<file path="config.mk">
export PLATFORM = sky130hd
export DESIGN_NAME = ps2_key_decoder
export DESIGN_NICKNAME = d
export VERILOG_FILES = /design/src/rtl/keyboard_pkg.sv /design/src/rtl/ps2_key_decoder.sv
export SDC_FILE = /design/constraint.sdc
export NUM_CORES = 1
export LEC_CHECK = 0
export BUFFER_PORTS_ARGS = -buffer_cell sky130_fd_sc_hd__buf_2
export CORE_ASPECT_RATIO = 0.8
export CORE_MARGIN = 8
export CORE_UTILIZATION = 51
export DETAILED_ROUTE_END_ITERATION = 12
export PLACE_DENSITY_LB_ADDON = 0.25
export RECOVER_POWER = 100
export SLEW_MARGIN = 20
export SYNTH_ARGS = -nofsm -noshare
export SYNTH_HDL_FRONTEND = slang
export SYNTH_SLANG_ARGS = --single-unit
</file>
<file path="constraint.sdc">
create_clock -name clk -period 1.48 [get_ports clk]
set_input_delay 0.296 -clock clk [delete_from_list [all_inputs] [get_ports clk]]
set_output_delay 0.296 -clock clk [all_outputs]
set_load 0.005 [all_outputs]
</file>
<file path="src/rtl/keyboard_pkg.sv">
// keyboard_pkg: PS/2 set-2 scan codes and decoder state encoding shared by the keyboard logic.
// Revision 1.0
`default_nettype none

package keyboard_pkg;

   typedef logic [1:0] state_t;

   localparam state_t ST_IDLE      = 2'd0;
   localparam state_t ST_BREAK     = 2'd1;
   localparam state_t ST_EXT       = 2'd2;
   localparam state_t ST_EXT_BREAK = 2'd3;

   localparam logic [7:0] SC_SPACE = 8'h29;
   localparam logic [7:0] SC_A     = 8'h1C;
   localparam logic [7:0] SC_D     = 8'h23;
   localparam logic [7:0] SC_ESC   = 8'h76;
   localparam logic [7:0] SC_LEFT  = 8'h6B;
   localparam logic [7:0] SC_RIGHT = 8'h74;
   localparam logic [7:0] SC_BREAK = 8'hF0;
   localparam logic [7:0] SC_EXT   = 8'hE0;
   localparam logic [7:0] SC_ERR0  = 8'h00;
   localparam logic [7:0] SC_ERR1  = 8'hFF;

endpackage

`default_nettype wire

</file>
<file path="src/rtl/ps2_key_decoder.sv">
// ps2_key_decoder: turns a stream of PS/2 set-2 scan bytes into held-key levels for a few game keys.
// Revision 1.0
`default_nettype none

module ps2_key_decoder
   import keyboard_pkg::*;
#(
   parameter int TIMEOUT_CYCLES = 130000
) (
   input  logic       clk,
   input  logic       rst,
   input  logic [7:0] rx_data,
   input  logic       rx_valid,
   output logic       key_space,
   output logic       key_left,
   output logic       key_right,
   output logic       key_esc,
   output logic       space_press
);

   localparam int CNT_W = (TIMEOUT_CYCLES > 1) ? $clog2(TIMEOUT_CYCLES) : 1;
   localparam logic [CNT_W-1:0] CNT_MAX = CNT_W'(TIMEOUT_CYCLES - 1);

   state_t           state;
   logic [CNT_W-1:0] cnt;
   logic             space_key;
   logic             a_key;
   logic             d_key;
   logic             arrow_left;
   logic             arrow_right;
   logic             esc_key;
   logic             press;

   always_ff @(posedge clk) begin
      if (rst) begin
         state       <= ST_IDLE;
         cnt         <= '0;
         space_key   <= 1'b0;
         a_key       <= 1'b0;
         d_key       <= 1'b0;
         arrow_left  <= 1'b0;
         arrow_right <= 1'b0;
         esc_key     <= 1'b0;
         press       <= 1'b0;
      end else begin
         press <= 1'b0;
         if (rx_valid) begin
            cnt <= '0;
            // A line-error byte means our view of which keys are down is untrustworthy.
            if (rx_data == SC_ERR0 || rx_data == SC_ERR1) begin
               state       <= ST_IDLE;
               space_key   <= 1'b0;
               a_key       <= 1'b0;
               d_key       <= 1'b0;
               arrow_left  <= 1'b0;
               arrow_right <= 1'b0;
               esc_key     <= 1'b0;
            end else begin
               case (state)
                  ST_IDLE: begin
                     if (rx_data == SC_BREAK) begin
                        state <= ST_BREAK;
                     end else if (rx_data == SC_EXT) begin
                        state <= ST_EXT;
                     end else begin
                        state <= ST_IDLE;
                        case (rx_data)
                           SC_SPACE: begin
                              space_key <= 1'b1;
                              press     <= ~space_key;
                           end
                           SC_A:    a_key   <= 1'b1;
                           SC_D:    d_key   <= 1'b1;
                           SC_ESC:  esc_key <= 1'b1;
                           default: ;
                        endcase
                     end
                  end
                  ST_BREAK: begin
                     if (rx_data != SC_BREAK) begin
                        state <= ST_IDLE;
                        case (rx_data)
                           SC_SPACE: space_key <= 1'b0;
                           SC_A:     a_key     <= 1'b0;
                           SC_D:     d_key     <= 1'b0;
                           SC_ESC:   esc_key   <= 1'b0;
                           default:  ;
                        endcase
                     end
                  end
                  ST_EXT: begin
                     if (rx_data == SC_BREAK) begin
                        state <= ST_EXT_BREAK;
                     end else if (rx_data != SC_EXT) begin
                        state <= ST_IDLE;
                        if (rx_data == SC_LEFT)  arrow_left  <= 1'b1;
                        if (rx_data == SC_RIGHT) arrow_right <= 1'b1;
                     end
                  end
                  default: begin
                     state <= ST_IDLE;
                     if (rx_data == SC_LEFT)  arrow_left  <= 1'b0;
                     if (rx_data == SC_RIGHT) arrow_right <= 1'b0;
                  end
               endcase
            end
         end else if (state == ST_IDLE) begin
            cnt <= '0;
         end else if (cnt == CNT_MAX) begin
            // Abandon a stale prefix; held keys keep their last known level.
            state <= ST_IDLE;
         end else begin
            cnt <= cnt + 1'b1;
         end
      end
   end

   assign key_space   = space_key;
   assign key_left    = arrow_left | a_key;
   assign key_right   = arrow_right | d_key;
   assign key_esc     = esc_key;
   assign space_press = press;

endmodule

`default_nettype wire
</file>
==> metrics.md, run 1 <==
| Metric | Value |
|---|---|
| Outcome | `finished, violations left` |
| Failing checks | `setup timing` |
| Nets | `219` |
| # H-tree levels | `1` |
| Routability Congestion | `0.983` |
| Vias in the first global route | `1325` |
| CTS tree | `done` |
| Post-route ant nets | `0` |
| Fin. max-slew vios | `0` |
| Root buffer cell | `clkbuf_4` |
| Period utilisation layout | `1.07` |
| Total clock buffers created by CTS | `3` |
| Residual DRC count | `0` |
| Hold_ws | `0.214 ns` |
| Hold Path Sink | `arrow_right` |
| CP arrival | `1.83 ns` |
| Antenna cells | `0` |
| Max VDD drop | `600 uV` |
| Cell family with most CP delay | `simple AND/OR/NAND/NOR gates` |
| Clock skew | `0.00755 ns` |
| Die area | `0.00446 mm^2` |
| Post-synth cell types | `40` |
| Syn_area_per_cell | `8.41 um^2` |
| Synthesis-to-layout area growth | `35.4%` |
| Final setup fails | `10` |
| Most frequent cell after synthesis | `dfxtp_1` |
| Critical path, cell by cell | `or4b_4 -> nor4_4 -> buf_6 -> nor3b_2 -> xnor2_1 -> nor2_1` |
| Hold depth | `2` |
| Worst R2R Path Depth | `6` |
| CP endpoint kind | `flip-flop` |
| Clock sinks | `26` |
| Post-layout min period | `1.59 ns` |
| Final Util | `0.727` |
| First-pass detailed-route iteration total | `5` |
| Site Rows | `16` |
| DP Wirelength | `2.74 mm` |
| Mapped Cells | `156` |
| Synth warn | `0` |
| FFs w/ async S/R, synth | `0` |
| Commonest cells post-synth | `26 x dfxtp_1, 24 x nor2_1, 9 x nand2_1, 9 x nand3_1, 9 x nand4_1` |
| RSZ-0062 raised after global routing | `yes` |
| Min-Delay Path Class | `in -> reg` |
| Worst R2R Start | `cnt[10]` |
| Final hold violation count | `0` |
| Cts hold-fix bufs | `0` |
| Top_reg_cell synth | `dfxtp_1` |
| Number of synthesized flops with an enable pin | `0` |
| Hold_sp | `rst` |
| DR vias | `1373` |
| CTS max path bufs | `2` |
| WP buf/inv | `1` |
| Largest area contributor in the netlist | `dfxtp_1` |
| Synthesized area | `0.00131 mm^2` |
| Fin Setup TNS | `-0.624 ns` |
| Setup crit start kind | `flip-flop` |
| Max Cap Viol | `0` |
| LEAKAGE | `0.666 nW` |
| Placed instance count | `233` |
| Worst-skew pair later-pin latency | `0.33 ns` |
| Non-Filler Instances | `242` |
| First-pass GRT wire length | `5.79 mm` |
| Die Width | `72.7 um` |
| CP required | `1.72 ns` |
| Vias per cell | `5.67` |
| Starting Density | `0.537` |
| Pwr Density | `726 mW/mm^2` |
| Yosys reg bits | `26` |
| FF-to-FF End | `cnt[3]` |
| Area of the multi-input gates | `805 um^2` |
| Top-area cell type share of the netlist area | `0.397` |
| Die height | `61.4 um` |
| Slowest stage delay, CP | `0.54 ns` |
| Gr usage total | `0.167` |
| Share of cells above drive strength 1 | `0.359` |
| Sequential-to-total area share from yosys stat | `0.397` |
| Syn nets | `168` |
| Post-layout worst setup margin | `-0.109 ns` |
| Worst setup path class | `reg -> reg` |
| Pin count of the biggest net entering global routing | `18` |
| Initial antenna violation count | `0` |
| Port Buf Inserts | `15` |
| Total power draw | `1.29 mW` |
| Core box area | `0.00244 mm^2` |
| Io pins | `16` |
| Clk slew on worst S/H paths | `0.14 ns` |
| Worst Path Max Fanout | `6` |
| Area contributors post-synth | `dfxtp_1 40%, nor2_1 6.9%, xor2_1 4.7%` |
| Register area | `531 um^2` |
| Fill cell count | `190` |
| Worst relative slew slack | `0.729` |
| Worst slew pin tran | `0.403 ns` |
| Crit-path slowest cell | `or4b_4` |
| Reg2reg setup slack | `-0.11 ns` |
| Detailed Route Iter0 Violations | `120` |
| Routed WL per cell | `15.9 um` |
| Routed WL | `3.85 mm` |
| Grt total ovfl | `0` |
| F_max | `629 MHz` |
## layer usage
layer / GRT usage / vias to the layer above / routed length (um)
li1: - / 669 / -
met1: 0.190 / 654 / 1610
met2: 0.296 / 44 / 1970
met3: 0.0455 / 6 / 215
met4: 0.0568 / 0 / 44
met5: 0 / - / 0
## sequential cells by signal (all words and copies together) (netlist names)
register     cells
space_press      1
arrow_left       1
d_key            1
a_key            1
key_esc          1
state            2
key_space        1
arrow_right      1
cnt             17
## cells by family (layout without fill, tap and decap cells)
group,count (synthesis),after routing,synth area share
and+or+nand+nor,82,82,0.354
AOI/OAI and AO/OA,27,27,0.132
DFF,26,26,0.397
xor gates and xnor gates,10,10,0.0668
buffers and inverters,8,58,0.0258
muxes,2,2,0.0153
adders and majority gates,1,1,0.00954
## per-stage QoR
| stage | area [um^2] | worst slack, ns |
|---|---|---|
| final | 1780 | -0.109 |
| after CTS | 1760 | -0.0736 |
| after global placement | 1660 | -0.219 |
| after global routing | 1780 | -0.175 |
| after floorplan | 1340 | -0.130 |
| after detailed placement | 1660 | -0.251 |
## how the worst max path moves through the flow
stage | cells after the start | to | from | slack [ns]
3_5_place_dp | 6 | d_key | rx_data[0] | -0.25
3_3_place_gp | 6 | key_esc | rx_data[0] | -0.22
2_1_floorplan | 5 | cnt[3] | cnt[10] | -0.13
4_1_cts | 6 | cnt[3] | cnt[10] | -0.07
5_1_grt | 6 | cnt[3] | cnt[10] | -0.18
6_report | 6 | cnt[3] | cnt[10] | -0.11
## where the power goes
group | internal (mW) | leakage [nW] | switching (mW) | total (mW)
registers | 0.700 | 0.213 | 0.000248 | 0.700
clock network | 0.274 | 0.0279 | 0.220 | 0.494
logic | 0.0425 | 0.425 | 0.0521 | 0.0946
## cells in the final DEF (no fill, tap or decap), types with 7 or more instances in the layout
cell type and n:
nand4_1 9, buf_2 12, buf_4 29, nor2_1 23
dfxtp_1 18, a21oi_1 7, nand3_1 8, xor2_1 7
nand2_1 9, dfxtp_2 8
## timing repair
action                                  4_1_cts  5_1_grt
pin swaps                                     9        6
gates cloned                                  0        0
buffers inserted                              3        2
hold endpoints to repair                      0        0
endpoints found under the setup margin       13       15
gates resized for setup                      11        5
## cell type report
class	instances	share of cell area
clock buffers	3	0.0127
clock inverters	1	0.0169
inverters	6	0.0127
multi-input cells	122	0.453
flip-flops and latches	26	0.299
well taps	36	0.0254
repair buffers	48	0.180
(Power assumes the default switching activity.)
==> run 2: changes to the inputs <==
--- a/config.mk
+++ b/config.mk
@@ -7,8 +7,8 @@
 export LEC_CHECK = 0
 export BUFFER_PORTS_ARGS = -buffer_cell sky130_fd_sc_hd__buf_2
 export CORE_ASPECT_RATIO = 0.8
-export CORE_MARGIN = 8
-export CORE_UTILIZATION = 51
+export CORE_MARGIN = 3
+export CORE_UTILIZATION = 30
 export DETAILED_ROUTE_END_ITERATION = 12
 export PLACE_DENSITY_LB_ADDON = 0.25
 export RECOVER_POWER = 100
==> metrics.md, run 2 (same netlist as run 1, synthesis figures left out) <==
| Metric | Value |
|---|---|
| CP required | `1.64 ns` |
| Initial antenna violation count | `0` |
| Worst-skew pair later-pin latency | `0.27 ns` |
| Most frequent cells in the layout | `37 x buf_4, 21 x nor2_1, 19 x dfxtp_1, 11 x buf_2` |
| CP arrival | `1.72 ns` |
| First-pass GRT wire length | `5.97 mm` |
| Logic pwr share | `0.089` |
| Root buffer cell | `clkbuf_8` |
| Clock skew | `0.00574 ns` |
| Port Buf Inserts | `15` |
| Setup crit start kind | `flip-flop` |
| Critical path, cell by cell | `or4b_4 -> nor4_4 -> buf_4 -> mux2i_1 -> nor2_1` |
| Pwr Density | `631 mW/mm^2` |
| Most common cell after layout, fill and taps aside | `buf_4` |
| Routability Congestion | `0.944` |
| Regs by FF count | `cnt (17), state (2)` |
| Crit-path slowest cell | `or4b_4` |
| DP Wirelength | `2.85 mm` |
| Slowest stage delay, CP | `0.54 ns` |
| CTS max path bufs | `2` |
| Site Rows | `20` |
| Clock power frac | `0.332` |
| Pin count of the biggest net entering global routing | `18` |
| Period utilisation layout | `1.05` |
| Most flops, register | `cnt` |
| Max reg flops | `17` |
| Synthesis-to-layout area growth | `45.9%` |
| Routed WL | `3.75 mm` |
| Antenna cells | `0` |
| Die height | `65.1 um` |
| Post-layout min period | `1.56 ns` |
| Cell family with most CP delay | `simple AND/OR/NAND/NOR gates` |
| Io pins | `16` |
| Gr usage total | `0.147` |
| Post-route ant nets | `0` |
| Max VDD drop | `404 uV` |
| Grt total ovfl | `0` |
| Worst Path Max Fanout | `5` |
| # H-tree levels | `1` |
| Non-Filler Instances | `267` |
| Residual DRC count | `0` |
| Total clock buffers created by CTS | `3` |
| F_max | `641 MHz` |
| Cts hold-fix bufs | `0` |
| CTS tree | `done` |
| Vias per cell | `5.08` |
| Starting Density | `0.328` |
| Worst relative slew slack | `0.737` |
| First-pass detailed-route iteration total | `4` |
| Min-Delay Path Class | `in -> reg` |
| Share of cells above drive strength 1 | `0.406` |
| Clk slew on worst S/H paths | `0.09 ns` |
| Final setup fails | `11` |
| DR vias | `1356` |
| Die Width | `79.9 um` |
| Failing checks | `setup timing` |
| Worst slew pin tran | `0.390 ns` |
| Seq pwr share | `0.579` |
| Final Util | `0.478` |
| Post-layout worst setup margin | `-0.0803 ns` |
| Max Cap Viol | `0` |
| RSZ-0062 raised after global routing | `yes` |
| Placed instance count | `260` |
| CP endpoint kind | `flip-flop` |
| Die area | `0.00520 mm^2` |
| Detailed Route Iter0 Violations | `63` |
| Outcome | `finished, violations left` |
| Vias in the first global route | `1268` |
| Sw frac | `0.227` |
| Fin. max-slew vios | `0` |
| LEAKAGE | `0.713 nW` |
| Worst setup path class | `reg -> reg` |
| WP buf/inv | `1` |
| Core box area | `0.00400 mm^2` |
| Nets | `226` |
| NetSw | `0.274 mW` |
| Int Power | `0.934 mW` |
| Clock sinks | `26` |
| Final hold violation count | `0` |
| Routed WL per cell | `14.0 um` |
## run 2: cell types whose count changed in the layout (fill, tap and decap cells not counted), moves of 2 or more
cell      before  now
buf_4         29   37
buf_6          2    5
clkbuf_1       4    2
clkbuf_4       3    0
clkbuf_8       0    3
nor2_1        23   21
nor2_2         1    3
o21ai_0        6    4
## run 2: layer usage
metal	global-route usage	up-vias	routed length (um)
met5	0	-	0
met4	0.0253	0	13
met3	0.0370	4	203
met2	0.237	32	1730
met1	0.202	643	1800
li1	-	677	-
## run 2: timing repair
action	in CTS	in global routing
resized for setup	8	19
gates cloned	0	0
setup buffers	2	2
endpoints found under the setup margin	13	19
pin swaps	8	14
## run 2: final cells by class
| class | instances | area [um^2] |
|---|---|---|
| flip-flops and latches | 26 | 529 |
| multi-input cells | 122 | 855 |
| inverters | 6 | 22.5 |
| repair buffers | 55 | 397 |
| fillers | 403 | 2090 |
| well taps | 55 | 68.8 |
| clock buffers | 3 | 41.3 |
## run 2: power by group through the flow
stage	registers [mW]	clock network [mW]	logic, mW
2_1_floorplan	0.716	0	0.0290
3_3_place_gp	0.716	0	0.0926
3_5_place_dp	0.716	0	0.0956
4_1_cts	0.699	0.412	0.0991
5_1_grt	0.699	0.441	0.116
6_report	0.699	0.401	0.108
## run 2: worst paths after layout
kind,from,to,slack [ns],cells past startpoint
min reg2reg,a_key,a_key,0.49,2
max reg2reg,cnt[5],cnt[1],-0.08,5
min,rst,arrow_right,0.31,2
max,cnt[5],cnt[1],-0.08,5
## run 2: through the flow
step           hold slack (ns)  worst slack, ns  cell area (um^2)  setup TNS (ns)  power, mW
3_5_place_dp             0.464           -0.253              1740           -2.50      0.811
2_1_floorplan            0.412           -0.130              1340          -0.868      0.745
6_report                 0.311          -0.0803              1910          -0.464       1.21
3_3_place_gp             0.471           -0.221              1740           -2.05      0.808
4_1_cts                  0.305          -0.0827              1830          -0.517       1.21
5_1_grt                  0.313           -0.166              1910           -1.69       1.26
==> run 3: changes to the inputs <==
--- a/config.mk
+++ b/config.mk
@@ -12,6 +12,7 @@
 export DETAILED_ROUTE_END_ITERATION = 12
 export PLACE_DENSITY_LB_ADDON = 0.25
 export RECOVER_POWER = 100
+export SKIP_LAST_GASP = 1
 export SLEW_MARGIN = 20
 export SYNTH_ARGS = -nofsm -noshare
 export SYNTH_HDL_FRONTEND = slang
==> metrics.md, run 3 (same netlist as run 1, synthesis figures left out) <==
| Metric | Value |
|---|---|
| Outcome | `finished, violations left` |
| Failing checks | `setup timing` |
| Max reg flops | `17` |
| Final hold violation count | `0` |
| RSZ-0062 raised after global routing | `yes` |
| Period utilisation layout | `1.05` |
| Critical path, cell by cell | `or4b_4 -> nor4_4 -> buf_4 -> mux2i_1 -> nor2_1` |
| Worst Path Max Fanout | `5` |
| Die area | `0.00520 mm^2` |
| Hold_ws | `0.307 ns` |
| Cell area after placement | `0.00174 mm^2` |
| CTS tree | `done` |
| CP arrival | `1.72 ns` |
| Routed WL per cell | `13.9 um` |
| Pin count of the biggest net entering global routing | `18` |
| Vias in the first global route | `1268` |
| Placed instance count | `260` |
| Worst setup path class | `reg -> reg` |
| Regs by FF count | `cnt (17), state (2)` |
| FF-to-FF End | `cnt[1]` |
| DP Wirelength | `2.85 mm` |
| Cell area after layout | `0.00188 mm^2` |
| Fin Setup TNS | `-0.359 ns` |
| Starting Density | `0.328` |
| Fin. max-slew vios | `0` |
| Post-layout worst setup margin | `-0.0813 ns` |
| Worst relative slew slack | `0.744` |
| Max Cap Viol | `0` |
| Busiest layer in global routing | `met2` |
| Worst-skew pair later-pin latency | `0.27 ns` |
| Post-layout min period | `1.56 ns` |
| Total clock buffers created by CTS | `3` |
| Io pins | `16` |
| Port Buf Inserts | `15` |
| Total power draw | `1.21 mW` |
| Area of the multi-input gates | `841 um^2` |
| Pwr Density | `642 mW/mm^2` |
| CP required | `1.64 ns` |
| LEAKAGE | `0.704 nW` |
| CP Launch Point | `cnt[5]` |
| Most flops, register | `cnt` |
| Met2 Usage GRT | `0.238` |
| NetSw | `0.278 mW` |
| DR vias | `1335` |
| # H-tree levels | `1` |
| Crit-path slowest cell | `or4b_4` |
| First-pass detailed-route iteration total | `4` |
| Gr usage total | `0.147` |
| Core box area | `0.00400 mm^2` |
| Worst slew pin tran | `0.380 ns` |
| Final Util | `0.470` |
| Cts hold-fix bufs | `0` |
| Initial antenna violation count | `0` |
| Routed WL | `3.70 mm` |
| Worst setup path endpoint | `cnt[1]` |
| Antenna cells | `0` |
| Share of cells above drive strength 1 | `0.398` |
| Reg2reg setup slack | `-0.08 ns` |
| Vias per cell | `5.02` |
| Residual DRC count | `0` |
| Clock power frac | `0.335` |
| CTS max path bufs | `2` |
| Post-Place Worst Slack | `-0.253 ns` |
| Clock skew | `0.00567 ns` |
| Setup crit start kind | `flip-flop` |
| Die height | `65.1 um` |
| Min-Delay Path Class | `in -> reg` |
| Nets | `225` |
| Post-route ant nets | `0` |
| Root buffer cell | `clkbuf_8` |
| Register area | `529 um^2` |
| Clock sinks | `26` |
| Int Power | `0.930 mW` |
| First-pass GRT wire length | `5.97 mm` |
| Fill cell count | `406` |
| Die Width | `79.9 um` |
| Routability Congestion | `0.944` |
| Sw frac | `0.230` |
| Met3 usage | `0.0370` |
| Worst R2R Start | `cnt[5]` |
| Non-Filler Instances | `266` |
| F_max | `640 MHz` |
| Final setup fails | `8` |
| Worst R2R Path Depth | `5` |
| Most common cell after layout, fill and taps aside | `buf_4` |
| Logic pwr share | `0.086` |
| Slowest stage delay, CP | `0.54 ns` |
| Clk slew on worst S/H paths | `0.09 ns` |
| Seq pwr share | `0.579` |
| Site Rows | `20` |
| Detailed Route Iter0 Violations | `64` |
| Grt total ovfl | `0` |
| Met1 usage | `0.200` |
| Most frequent cells in the layout | `37 x buf_4, 21 x nor2_1, 19 x dfxtp_1, 12 x buf_2` |
| Synthesis-to-layout area growth | `43.5%` |
| CP endpoint kind | `flip-flop` |
| Max VDD drop | `407 uV` |
run 3: worst max-delay path: cells and delay by family (launching register included):
kind,cells,cell delay [ns]
buf+inv,1,0.19
flops,1,0.33
mux,1,0.18
simple gates,3,0.76
run 3: power by group through the flow:
stage	clock, mW	combinational [mW]	sequential [mW]
final	0.405	0.104	0.699
after floorplan	0	0.0290	0.716
after global routing	0.441	0.113	0.699
after detailed placement	0	0.0956	0.716
after CTS	0.412	0.0979	0.699
after global placement	0	0.0926	0.716
run 3: layer usage:
layer,vias up,part of all wire
li1,675,-
met5,-,0
met3,4,0.038
met1,631,0.49
met2,25,0.47
met4,0,0.0032
run 3: worst min path at each step:
stage	from	to	slack [ns]	cells past startpoint
after floorplan	rst	arrow_right	0.41	1
after global placement	a_key	a_key	0.47	2
after detailed placement	key_space	space_press	0.46	1
after CTS	rst	arrow_right	0.31	2
after global routing	rst	arrow_right	0.31	2
final	rst	arrow_right	0.31	2
run 3: repair_timing:
action,CTS,global route
endpoints found under the setup margin,13,19
pin swaps,8,14
setup buffers,2,1
resized for setup,6,18
run 3: cell type report:
class | instances | share of cell area
inverters | 6 | 0.0120
well taps | 55 | 0.0366
flip-flops and latches | 26 | 0.281
clock buffers | 3 | 0.0219
multi-input cells | 122 | 0.447
repair buffers | 54 | 0.201
